### src/rtl/pipe_control_pkg.sv
// rtl/pipe_control_pkg.sv - control bundle types, bubble constants and opcodes for pipe_control
package pipe_control_pkg;

  typedef enum logic [1:0] {
    DOADD    = 2'b00,
    TAKE3BIT = 2'b01,
    TAKE4BIT = 2'b10,
    BRANCH   = 2'b11
  } ALUop_t;

  typedef struct packed {
    logic RegWrite;
    logic MemtoReg;
    logic PCtoReg;
  } WB_ctrl;

  typedef struct packed {
    logic MemRead;
    logic CS;        // active-low data-memory select
    logic branch;
    logic jump;
    logic AddtoPC;
  } M_ctrl;

  typedef struct packed {
    logic [1:0] ALUsrc;
    ALUop_t     ALUop;
  } EX_ctrl;

  localparam WB_ctrl WB_CTRL_NOP = '{RegWrite: 1'b0, MemtoReg: 1'b0, PCtoReg: 1'b0};
  localparam M_ctrl  M_CTRL_NOP  = '{MemRead: 1'b0, CS: 1'b1, branch: 1'b0, jump: 1'b0, AddtoPC: 1'b0};
  localparam EX_ctrl EX_CTRL_NOP = '{ALUsrc: 2'b00, ALUop: DOADD};

  localparam logic [6:0] OP_LOAD   = 7'b0000011;
  localparam logic [6:0] OP_IMM    = 7'b0010011;
  localparam logic [6:0] OP_AUIPC  = 7'b0010111;
  localparam logic [6:0] OP_STORE  = 7'b0100011;
  localparam logic [6:0] OP_REG    = 7'b0110011;
  localparam logic [6:0] OP_LUI    = 7'b0110111;
  localparam logic [6:0] OP_JALR   = 7'b1100111;
  localparam logic [6:0] OP_JAL    = 7'b1101111;
  localparam logic [6:0] OP_BRANCH = 7'b1100011;

  // What the stage registers do on a given cycle, in priority order below reset
  typedef enum logic [1:0] {
    ACT_ADVANCE = 2'b00,
    ACT_STALL   = 2'b01,
    ACT_FLUSH   = 2'b10,
    ACT_FREEZE  = 2'b11
  } pipe_act_e;

endpackage

### src/rtl/pipe_control_if.sv
// rtl/pipe_control_if.sv - datapath-facing signal bundle of pipe_control
interface pipe_control_if #(
  parameter int REG_AW = 5
);
  import pipe_control_pkg::*;

  logic              id_valid;
  logic [6:0]        id_opcode;
  logic [REG_AW-1:0] id_rs1;
  logic [REG_AW-1:0] id_rs2;
  logic [REG_AW-1:0] id_rd;
  logic              mem_redirect;
  logic              mem_ready;

  EX_ctrl            ex_ctrl;
  logic [REG_AW-1:0] ex_rd;
  M_ctrl             mem_ctrl;
  WB_ctrl            wb_ctrl;
  logic              pc_write;
  logic              ifid_write;
  logic              ifid_flush;
  logic              illegal;
  logic              mem_timeout;

  modport master (
    output id_valid, id_opcode, id_rs1, id_rs2, id_rd, mem_redirect, mem_ready,
    input  ex_ctrl, ex_rd, mem_ctrl, wb_ctrl, pc_write, ifid_write, ifid_flush,
           illegal, mem_timeout
  );

  modport slave (
    input  id_valid, id_opcode, id_rs1, id_rs2, id_rd, mem_redirect, mem_ready,
    output ex_ctrl, ex_rd, mem_ctrl, wb_ctrl, pc_write, ifid_write, ifid_flush,
           illegal, mem_timeout
  );

endinterface

### src/rtl/pipe_control_ctrl_decode.sv
// rtl/pipe_control_ctrl_decode.sv - combinational opcode decoder producing EX/M/WB bundles
module ctrl_decode
  import pipe_control_pkg::*;
(
  input  logic       i_valid,
  input  logic [6:0] i_opcode,
  output EX_ctrl     o_ex,
  output M_ctrl      o_m,
  output WB_ctrl     o_wb,
  output logic       o_illegal
);

  // Start from the bubble and switch on only the fields each opcode needs
  always_comb begin
    o_ex      = EX_CTRL_NOP;
    o_m       = M_CTRL_NOP;
    o_wb      = WB_CTRL_NOP;
    o_illegal = 1'b0;
    if (i_valid) begin
      unique case (i_opcode)
        OP_LOAD: begin
          o_wb.RegWrite = 1'b1;
          o_wb.MemtoReg = 1'b1;
          o_m.MemRead   = 1'b1;
          o_m.CS        = 1'b0;
          o_ex.ALUsrc   = 2'b10;
        end
        OP_IMM: begin
          o_wb.RegWrite = 1'b1;
          o_ex.ALUsrc   = 2'b10;
          o_ex.ALUop    = TAKE3BIT;
        end
        OP_AUIPC: begin
          o_wb.RegWrite = 1'b1;
          o_ex.ALUsrc   = 2'b11;
        end
        OP_STORE: begin
          o_m.CS        = 1'b0;
          o_ex.ALUsrc   = 2'b10;
        end
        OP_REG: begin
          o_wb.RegWrite = 1'b1;
          o_ex.ALUop    = TAKE4BIT;
        end
        OP_LUI: begin
          o_wb.RegWrite = 1'b1;
          o_ex.ALUsrc   = 2'b10;
        end
        OP_JALR: begin
          o_wb.RegWrite = 1'b1;
          o_wb.PCtoReg  = 1'b1;
          o_m.AddtoPC   = 1'b1;
          o_m.jump      = 1'b1;
          o_ex.ALUsrc   = 2'b10;
        end
        OP_JAL: begin
          o_wb.RegWrite = 1'b1;
          o_wb.PCtoReg  = 1'b1;
          o_m.jump      = 1'b1;
        end
        OP_BRANCH: begin
          o_m.branch    = 1'b1;
          o_ex.ALUop    = BRANCH;
        end
        default: o_illegal = 1'b1;
      endcase
    end
  end

endmodule

### src/rtl/pipe_control.sv
// rtl/pipe_control.sv - stage-aligned control pipeline with stall/flush/freeze; PERF_CNT_EN adds event counters
module pipe_control
  import pipe_control_pkg::*;
#(
  parameter int REG_AW       = 5,
  parameter int MEM_WAIT_MAX = 8
) (
  input  logic        clk,
  input  logic        rst,
  pipe_control_if.slave bus
`ifdef PERF_CNT_EN
  ,
  output logic [31:0] stall_cnt,
  output logic [31:0] flush_cnt,
  output logic [31:0] freeze_cnt
`endif
);

  localparam logic [7:0] WAIT_MAX = 8'(MEM_WAIT_MAX);

  EX_ctrl            w_dec_ex;
  M_ctrl             w_dec_m;
  WB_ctrl            w_dec_wb;
  logic              w_dec_illegal;
  logic [REG_AW-1:0] w_dec_rd;

  EX_ctrl            r_idex_ex;
  M_ctrl             r_idex_m;
  WB_ctrl            r_idex_wb;
  logic [REG_AW-1:0] r_idex_rd;
  M_ctrl             r_exmem_m;
  WB_ctrl            r_exmem_wb;
  WB_ctrl            r_memwb_wb;
  logic [7:0]        r_wait_cnt;
  logic              r_illegal;
  logic              r_timeout;

  pipe_act_e         w_act;
  logic              w_freeze;
  logic              w_redirect;
  logic              w_loaduse;
  logic [7:0]        w_wait_inc;

  ctrl_decode u_decode (
    .i_valid   (bus.id_valid),
    .i_opcode  (bus.id_opcode),
    .o_ex      (w_dec_ex),
    .o_m       (w_dec_m),
    .o_wb      (w_dec_wb),
    .o_illegal (w_dec_illegal)
  );

  // Bubbles carry rd=0 so they can never look like a load-use producer
  assign w_dec_rd   = (bus.id_valid && !w_dec_illegal) ? bus.id_rd : '0;
  assign w_wait_inc = (r_wait_cnt == WAIT_MAX) ? r_wait_cnt : r_wait_cnt + 8'd1;

  // Hazard detection and cycle action: reset > freeze > redirect > load-use > advance
  always_comb begin
    w_freeze   = 1'b0;
    w_redirect = 1'b0;
    w_loaduse  = 1'b0;
    w_act      = ACT_ADVANCE;
    if (!rst) begin
      w_freeze   = !r_exmem_m.CS && !bus.mem_ready;
      w_redirect = !w_freeze && bus.mem_redirect;
      w_loaduse  = !w_freeze && !w_redirect && bus.id_valid && r_idex_m.MemRead &&
                   (r_idex_rd != '0) &&
                   ((r_idex_rd == bus.id_rs1) || (r_idex_rd == bus.id_rs2));
      if (w_freeze)        w_act = ACT_FREEZE;
      else if (w_redirect) w_act = ACT_FLUSH;
      else if (w_loaduse)  w_act = ACT_STALL;
    end
  end

  assign bus.pc_write    = !(w_freeze || w_loaduse);
  assign bus.ifid_write  = !(w_freeze || w_loaduse);
  assign bus.ifid_flush  = w_redirect;
  assign bus.ex_ctrl     = r_idex_ex;
  assign bus.ex_rd       = r_idex_rd;
  assign bus.mem_ctrl    = r_exmem_m;
  assign bus.wb_ctrl     = r_memwb_wb;
  assign bus.illegal     = r_illegal;
  assign bus.mem_timeout = r_timeout;

  // Stage registers: load, hold, or inject bubbles according to the cycle action
  always_ff @(posedge clk) begin
    if (rst) begin
      r_idex_ex  <= EX_CTRL_NOP;
      r_idex_m   <= M_CTRL_NOP;
      r_idex_wb  <= WB_CTRL_NOP;
      r_idex_rd  <= '0;
      r_exmem_m  <= M_CTRL_NOP;
      r_exmem_wb <= WB_CTRL_NOP;
      r_memwb_wb <= WB_CTRL_NOP;
    end else begin
      unique case (w_act)
        ACT_FREEZE: ;
        ACT_FLUSH: begin
          r_idex_ex  <= EX_CTRL_NOP;
          r_idex_m   <= M_CTRL_NOP;
          r_idex_wb  <= WB_CTRL_NOP;
          r_idex_rd  <= '0;
          r_exmem_m  <= M_CTRL_NOP;
          r_exmem_wb <= WB_CTRL_NOP;
          r_memwb_wb <= r_exmem_wb;
        end
        ACT_STALL: begin
          r_idex_ex  <= EX_CTRL_NOP;
          r_idex_m   <= M_CTRL_NOP;
          r_idex_wb  <= WB_CTRL_NOP;
          r_idex_rd  <= '0;
          r_exmem_m  <= r_idex_m;
          r_exmem_wb <= r_idex_wb;
          r_memwb_wb <= r_exmem_wb;
        end
        default: begin
          r_idex_ex  <= w_dec_ex;
          r_idex_m   <= w_dec_m;
          r_idex_wb  <= w_dec_wb;
          r_idex_rd  <= w_dec_rd;
          r_exmem_m  <= r_idex_m;
          r_exmem_wb <= r_idex_wb;
          r_memwb_wb <= r_exmem_wb;
        end
      endcase
    end
  end

  // Memory-wait counter saturates at the limit; sticky timeout and illegal flags
  always_ff @(posedge clk) begin
    if (rst) begin
      r_wait_cnt <= 8'd0;
      r_timeout  <= 1'b0;
      r_illegal  <= 1'b0;
    end else begin
      if (w_freeze) begin
        r_wait_cnt <= w_wait_inc;
        if (w_wait_inc == WAIT_MAX) r_timeout <= 1'b1;
      end else begin
        r_wait_cnt <= 8'd0;
      end
      if (w_dec_illegal) r_illegal <= 1'b1;
    end
  end

`ifdef PERF_CNT_EN
  // Wrapping event counters for stall, flush and freeze cycles
  always_ff @(posedge clk) begin
    if (rst) begin
      stall_cnt  <= 32'd0;
      flush_cnt  <= 32'd0;
      freeze_cnt <= 32'd0;
    end else begin
      if (w_loaduse)  stall_cnt  <= stall_cnt + 32'd1;
      if (w_redirect) flush_cnt  <= flush_cnt + 32'd1;
      if (w_freeze)   freeze_cnt <= freeze_cnt + 32'd1;
    end
  end
`endif

endmodule

### src/flat_wrapper.sv
// flat-port wrapper written by rule: the top's interface ports become plain ports
module pipe_control_flat import pipe_control_pkg::*;
#(
  parameter int REG_AW       = 5,
  parameter int MEM_WAIT_MAX = 8
)
  (clk, rst, bus_id_valid, bus_id_opcode, bus_id_rs1, bus_id_rs2, bus_id_rd, bus_mem_redirect, bus_mem_ready, bus_ex_ctrl, bus_ex_rd, bus_mem_ctrl, bus_wb_ctrl, bus_pc_write, bus_ifid_write, bus_ifid_flush, bus_illegal, bus_mem_timeout);
  pipe_control_if #(.REG_AW(REG_AW)) bus_i ();
  input  logic clk;
  input  logic rst;
  input wire logic [$bits(bus_i.id_valid)-1:0] bus_id_valid;
  input wire logic [$bits(bus_i.id_opcode)-1:0] bus_id_opcode;
  input wire logic [$bits(bus_i.id_rs1)-1:0] bus_id_rs1;
  input wire logic [$bits(bus_i.id_rs2)-1:0] bus_id_rs2;
  input wire logic [$bits(bus_i.id_rd)-1:0] bus_id_rd;
  input wire logic [$bits(bus_i.mem_redirect)-1:0] bus_mem_redirect;
  input wire logic [$bits(bus_i.mem_ready)-1:0] bus_mem_ready;
  output wire logic [$bits(bus_i.ex_ctrl)-1:0] bus_ex_ctrl;
  output wire logic [$bits(bus_i.ex_rd)-1:0] bus_ex_rd;
  output wire logic [$bits(bus_i.mem_ctrl)-1:0] bus_mem_ctrl;
  output wire logic [$bits(bus_i.wb_ctrl)-1:0] bus_wb_ctrl;
  output wire logic [$bits(bus_i.pc_write)-1:0] bus_pc_write;
  output wire logic [$bits(bus_i.ifid_write)-1:0] bus_ifid_write;
  output wire logic [$bits(bus_i.ifid_flush)-1:0] bus_ifid_flush;
  output wire logic [$bits(bus_i.illegal)-1:0] bus_illegal;
  output wire logic [$bits(bus_i.mem_timeout)-1:0] bus_mem_timeout;
  assign bus_i.id_valid = bus_id_valid;
  assign bus_i.id_opcode = bus_id_opcode;
  assign bus_i.id_rs1 = bus_id_rs1;
  assign bus_i.id_rs2 = bus_id_rs2;
  assign bus_i.id_rd = bus_id_rd;
  assign bus_i.mem_redirect = bus_mem_redirect;
  assign bus_i.mem_ready = bus_mem_ready;
  assign bus_ex_ctrl = bus_i.ex_ctrl;
  assign bus_ex_rd = bus_i.ex_rd;
  assign bus_mem_ctrl = bus_i.mem_ctrl;
  assign bus_wb_ctrl = bus_i.wb_ctrl;
  assign bus_pc_write = bus_i.pc_write;
  assign bus_ifid_write = bus_i.ifid_write;
  assign bus_ifid_flush = bus_i.ifid_flush;
  assign bus_illegal = bus_i.illegal;
  assign bus_mem_timeout = bus_i.mem_timeout;
  pipe_control #(.REG_AW(REG_AW), .MEM_WAIT_MAX(MEM_WAIT_MAX)) u_core (.clk(clk), .rst(rst), .bus(bus_i));
endmodule
### config.mk
export PLATFORM = sky130hd
export DESIGN_NAME = pipe_control_flat
export DESIGN_NICKNAME = d
export VERILOG_FILES = /design/src/rtl/pipe_control_pkg.sv /design/src/rtl/pipe_control_if.sv /design/src/rtl/pipe_control_ctrl_decode.sv /design/src/rtl/pipe_control.sv /design/src/flat_wrapper.sv
export SDC_FILE = /design/constraint.sdc
export NUM_CORES = 1
export LEC_CHECK = 0
export CAP_MARGIN = 25
export CORE_ASPECT_RATIO = 2
export CORE_MARGIN = 2
export CORE_UTILIZATION = 42
export DETAILED_ROUTE_END_ITERATION = 8
export PLACE_DENSITY = 0.75
export REMOVE_ABC_BUFFERS = 1
export SLEW_MARGIN = 20
export SYNTH_ARGS = -nofsm -noshare
export SYNTH_HDL_FRONTEND = slang
export SYNTH_SLANG_ARGS = --single-unit
### constraint.sdc
create_clock -name clk -period 2.8 [get_ports clk]
set_clock_uncertainty 0.2 [all_clocks]
set_input_delay 0.42 -clock clk [delete_from_list [all_inputs] [get_ports clk]]
set_output_delay 0.42 -clock clk [all_outputs]
set_load 0.01 [all_outputs]
== After elaboration in Yosys (flattened, before gate mapping) ==
Cells that the tools add are included.
Operators by class
  reductions and logical operators: 25
  bitwise operators: 1
  $mul: 0
  divide/modulo/power cells: 0
  $add $sub $neg: 1
  mux-type cells: 28
  equality and inequality tests: 16
  order comparisons: 0
  shift-type cells: 0
Operators with widths (count)
  $pmux 5 s2: 3
  $eq 7x6->1 const B: 3
  $eq 7x7->1 const B: 3
  $eq 8x4->1 const B: 2
  $eq 7x5->1 const B: 2
  $mux 1: 12
  $pmux 3 s2: 2
  $eq 5x5->1: 2
  $mux 5: 2
  $reduce_or 9->1: 1
  $add 8x1->8 const B: 1
  $logic_and 1x1->1: 8
  $mux 8: 1
  $pmux 4 s2: 1
  $reduce_or 2->1: 4
  $eq 7x2->1 const B: 1
  $reduce_or 7->1: 1
  $logic_not 1->1: 6
  $mux 2: 3
  $pmux 2 s3: 1
  $reduce_bool 5->1: 1
  $reduce_or 5->1: 1
  $eq 2x2->1 const B: 2
  $mux 4: 1
  other kinds (6): 7
Word-level totals
  memories: 0
  word-level logic and storage cells: 96
  bits in writable memories: 0
  bits in registers: 38
  memory bits (read-only): 0
  latch bits: 0

== Depth between registers and ports, before layout ==
  depth in word-level cells: 17
  mapped depth: 10
  mapped depth without buffers: 10

== Hierarchy ==
From an unflattened synthesis, not the netlist that was laid out.
Second synthesis, totals
  cells, all modules: 220
  area total of the unflattened synthesis: 1919.3 µm²
By module, submodules not included
  pipe_control: area an instance 1710.4 µm², instances 1, seq. area each 760.7 µm², cells each 188
  ctrl_decode: area an instance 209.0 µm², instances 1, seq. area each 0.0 µm², cells each 32

== Worst setup path after synthesis ==
No wires, ideal clock.
  kind: reg2reg
  start: reg u_core.r_exmem_m, in the netlist u_core.bus.mem_ctrl[3]
  end: reg u_core.r_idex_m[3] in the netlist's numbering
  setup slack: 0.022 ns
  arrival time: 2.458 ns
  path buffers: 0
  stages on the path, launching flop included: 9
  setup time: 0.120 ns
  path through: dfxtp_1 nor2_1 or4_1 o31ai_1 ha_1 or4_4 nor3_4 a21oi_1 or2_1
Between the ends
  cells in the longest elaborated chain, start to end: 17
Ends and longest elaborated chain
  start: declaration: line pipe_control.sv:31  | M_ctrl r_exmem_m;
  start signal: assignment: line pipe_control.sv:112  | r_exmem_m <= r_idex_m;
  start signal: assignment: line pipe_control.sv:121  | r_exmem_m <= r_idex_m;
  $logic_not 1->1 *: line pipe_control.sv:64  | w_freeze = !r_exmem_m.CS && !bus.mem_ready;
  $logic_and 1x1->1 *: line pipe_control.sv:64
  $logic_not 1->1: line pipe_control.sv:65, pipe_control.sv:66
  $logic_and 1x1->1: line pipe_control.sv:65  | w_redirect = !w_freeze && bus.mem_redirect;
  $logic_not 1->1: line pipe_control.sv:66  | w_loaduse = !w_freeze && !w_redirect && bus.id_valid && r_idex_m.MemRead &&
  $logic_and 1x1->1 (4 in a row): line pipe_control.sv:66
  $logic_and 1x1->1: line pipe_control.sv:67  | (r_idex_rd != '0) &&
  $mux 1: line pipe_control.sv:71  | else if (w_loaduse) w_act = ACT_STALL;
  $mux 2: line pipe_control.sv:70  | else if (w_redirect) w_act = ACT_FLUSH;
  $mux 2 *: line pipe_control.sv:69  | if (w_freeze) w_act = ACT_FREEZE;
  $mux 2 *: line pipe_control.sv:63  | if (!rst) begin
  $eq 2x1->1 / $eq 2x2->1 (equally long branches): line pipe_control.sv:96  | unique case (w_act)
  $reduce_or 2->1 (no source line)
  $pmux 5 s2: line pipe_control.sv:96
  end signal: assignment: line pipe_control.sv:118  | r_idex_m <= w_dec_m;
  end: declaration: line pipe_control.sv:28  | M_ctrl r_idex_m;
Mark *: on every way between the ends. The rest lies on a longest branch, timed or not.
A chain may end at the register's enable or synchronous reset.

== Final worst setup path ==
  start: in bus_mem_ready
  end: reg u_core.r_idex_rd[4] (netlist: u_core.bus.ex_rd[4])
Between the ends
  cells in the longest elaborated chain, start to end: 17
Ends and longest elaborated chain
  start: declaration: line flat_wrapper.sv:17  | input wire logic [$bits(bus_i.mem_ready)-1:0] bus_mem_ready;
  $logic_not 1->1 *: line pipe_control.sv:64
  $logic_and 1x1->1 *: line pipe_control.sv:64
  $logic_not 1->1: line pipe_control.sv:65, pipe_control.sv:66
  $logic_and 1x1->1: line pipe_control.sv:65
  $logic_not 1->1: line pipe_control.sv:66
  $logic_and 1x1->1 (4 in a row): line pipe_control.sv:66
  $logic_and 1x1->1: line pipe_control.sv:67
  $mux 1: line pipe_control.sv:71
  $mux 2: line pipe_control.sv:70
  $mux 2 *: line pipe_control.sv:69
  $mux 2 *: line pipe_control.sv:63
  $eq 2x1->1 / $eq 2x2->1 (equally long branches): line pipe_control.sv:96
  $reduce_or 2->1 (no source line)
  $pmux 5 s2: line pipe_control.sv:96
  end signal: assignment: line pipe_control.sv:120  | r_idex_rd <= w_dec_rd;
  end: declaration: line pipe_control.sv:30  | logic [REG_AW-1:0] r_idex_rd;
Marked as above.

==> impl_metrics.py <==
metrics = {
    "pwr": {
        "ir_drop_uv": 537,
        "fin_total_pwr_uw": 1150,
        "p_leak_uw": 0.000961,
        "powerDensity_mw_per_mm2": 446,
    },
    "layout": {
        "drive_gt1_share_pct": 18.8,
        "antenna_cells": 0,
        "layout_commonest_cell": "nor2_1",
        "most-common-layout-cells": "nor2_1, clkdlybuf4s50_1, dfxtp_1, buf_4, a21oi_1",
        "final_area_mm2": 0.00257,
        "layoutNonFillerInstCount": 317,
        "syn_to_final_growth_pct": 52.9,
        "nNetsFinal": 296,
    },
    "clock_network": {
        "cts_made_buffers": 5,
        "cts-root-buf": "clkbuf_8",
        "cts_hold_buf": 0,
        "cts_num_sinks": 34,
        "htreeDepth": 2,
        "clk_pin_slew_ps": 70,
        "cts_tree": "yes",
        "clk_latency_ps": 290,
        "clockBufferDepth": 2,
    },
    "synthesis": {
        "synth_edf_count": 0,
        "syn_area_mm2": 0.00168,
        "ys_ff_latch": 34,
        "async_reset_ff_share_pct": 0,
        "synth_area_per_cell_um2": 8.40,
        "synthCells": 200,
        "synth_cell_types": 40,
        "synth_warnings": 0,
        "ys.flop_type": "dfxtp_1",
        "yosysSeqAreaShare_pct": 40.5,
    },
    "floorplan": {
        "dieWidth_um": 48.7,
        "core-area_mm2": 0.00384,
        "start_util_pct": 43.7,
        "pin_count": 49,
        "num_rows": 32,
        "die_h_um": 93.5,
        "fp.dieArea_mm2": 0.00455,
    },
    "sta": {
        "maxSlewViolCount": 0,
        "relSlewSlack_pct": 75.5,
        "hold_viol": 0,
        "tightest_slew_ps": 365,
        "rsz0062_at_grt": "yes",
        "period_minus_slack_ps": 2750,
        "setup_violations": 0,
        "tns_ps": 0,
        "period_share_pct": 98.2,
        "final.setup.worst_slack_ps": 49.8,
        "timing.fmax_mhz": 364,
    },
    "detailed_routing": {
        "drc_errors": 0,
        "drt_iter0_markers": 23,
        "route.vias.total": 1645,
        "antenna_left": 0,
        "wl_met2_mm": 2.38,
        "met3_length_um": 154,
        "totalWireLength_mm": 4.23,
        "drt-met1-wl_mm": 1.59,
        "highest_layer": "met4",
        "vias_per_cell": 5.19,
        "wire_per_inst_um": 13.3,
        "firstDrtPassIters": 4,
    },
    "critical_path": {
        "slowest_delay_ps": 500,
        "cp-end-kind": "flip-flop",
        "critPathMostFrequentCell": "or4_4",
        "cp_data_arrival_time_ps": 2770,
        "path_cells": "clkdlybuf4s15_1, nor2_2, or4_4, o31ai_4, ha_4, or4_4, buf_4, a21oi_4, a22oi_1, nor2_1",
        "cp_top_family": "simple AND/OR/NAND/NOR gates",
        "path_buf_inv": 2,
        "ff2ff_path_depth": 9,
        "path_max_fanout": 5,
        "crit_type": "in -> reg",
        "cp.depth": 10,
        "crit_required_ps": 2820,
        "cpMaxStageDelayCell": "or4_4",
        "critPathLaunchType": "input pin",
    },
    "job": {
        "drv_cap": 0,
    },
    "global_route": {
        "grt_max_degree": 31,
        "antenna_found_initial": 0,
        "grt-ovfl-total": 0,
        "grt_usage_pct": 19.7,
        "grt_pass1_vias": 1585,
        "grt_pass1_wl_mm": 7.10,
    },
    "placed_design": {
        "dp.cells": 306,
        "io_buffers": 48,
        "placed_area_mm2": 0.00231,
        "place_hpwl_mm": 2.99,
        "place_congestion": 0.905,
        "place_ws_ps": -611,
    },
    "status": {
        "status": "finished clean",
    },
    "min_path": {
        "min_path_cells": 2,
        "hold_class": "reg -> reg",
    },
}
-- state kept, by name, summed over array words and instances (netlist names) --
register and flops:
u_core.bus.ex_rd 5, u_core.bus.wb_ctrl 3, u_core.bus.mem_ctrl 4, u_core.r_exmem_wb 2
u_core.r_idex_m 4, u_core.r_idex_wb 2, u_core.bus.ex_ctrl 4, u_core.bus.illegal 1
u_core.bus.mem_timeout 1, u_core.r_wait_cnt 8
-- metrics by stage --
| stage | hold WS (ps) | utilization, % |
|---|---|---|
| CTS | 271 | 65.3 |
| detailed placement | 261 | 60.0 |
| finish | 270 | 66.9 |
| floorplan | 242 | - |
| global placement | 257 | 60.0 |
| global route | 309 | 66.9 |
-- worst min-delay path, delay by kind of cell (launching register included) --
kind / cells / cell delay, ps
flops: 1 / 310
simple gates: 1 / 60
compound gates: 1 / 50
-- per-layer routing --
| metal | up-vias | track usage (%) |
|---|---|---|
| li1 | 825 | - |
| met1 | 767 | 20.6 |
| met2 | 43 | 37.4 |
| met3 | 10 | 3.83 |
| met4 | 0 | 7.62 |
| met5 | - | 0 |
-- worst paths after layout --
path,startpoint,end,slack (ps)
worst max register to register,u_core.bus.mem_ctrl[3]$_SDFFE_PP1P_,u_core.bus.ex_rd[4]$_SDFFE_PP0P_,60
worst min register to register,u_core.bus.ex_ctrl[0]$_SDFFE_PP0P_,u_core.bus.ex_ctrl[0]$_SDFFE_PP0P_,270
worst max-delay path,bus_mem_ready,u_core.bus.ex_rd[4]$_SDFFE_PP0P_,50
worst min-delay path,u_core.bus.ex_ctrl[0]$_SDFFE_PP0P_,u_core.bus.ex_ctrl[0]$_SDFFE_PP0P_,270
-- synth_stat cells, types with 2 or more instances --
master / count / area, um2
and2_1: 2 / 12.5
nor3_1: 7 / 35.0
or4_1: 2 / 15.0
buf_1: 3 / 11.3
or3_1: 2 / 12.5
nor3b_1: 6 / 45.0
clkbuf_1: 5 / 18.8
a31oi_1: 3 / 18.8
mux2i_1: 3 / 30.0
xnor2_1: 6 / 52.6
and3_1: 2 / 12.5
a22oi_1: 6 / 45.0
o21bai_1: 2 / 15.0
inv_1: 7 / 26.3
nor2b_1: 4 / 25.0
xor2_1: 11 / 96.3
o31a_1: 2 / 17.5
ha_1: 4 / 50.1
a32oi_1: 3 / 26.3
nand3b_1: 2 / 15.0
a21oi_1: 13 / 65.1
nand2_1: 10 / 37.5
nand2b_1: 2 / 12.5
buf_4: 3 / 22.5
nor2_1: 36 / 135
dfxtp_1: 34 / 681
nand3_1: 5 / 25.0
o21ai_0: 3 / 15.0
-- final cells by class --
class,count,area (um2)
clock inverter,2,60.1
multi-input combinational,148,1020
fill,342,1270
tap,51,63.8
timing repair buffer,69,631
sequential,34,689
inverter,7,26.3
clock buffer,6,82.6
-- what timing repair did --
action | in CTS | in global routing
pin swaps | 15 | 18
endpoints found under the hold margin | 0 | 0
setup endpoints to repair | 17 | 15
gates resized for setup | 33 | 13
setup buffers | 2 | 1
-- power breakdown --
| part | internal, uW | switching [uW] |
|---|---|---|
| Sequential | 485 | 1.54 |
| Combinational | 55.0 | 45.7 |
| Clock | 380 | 180 |
-- cells by family (layout without fill, tap and decap cells) --
kind of cell	count (synthesis)	count (layout)	share of synthesized area (%)
AOI/OAI and AO/OA	39	39	15.5
and+or+nand+nor	85	85	25.7
buffers and inverters	18	84	4.69
DFF	34	34	40.5
xor gates and xnor gates	17	17	8.86
adders and majority gates	4	4	2.98
muxes	3	3	1.79
(Power assumes the default switching activity.)
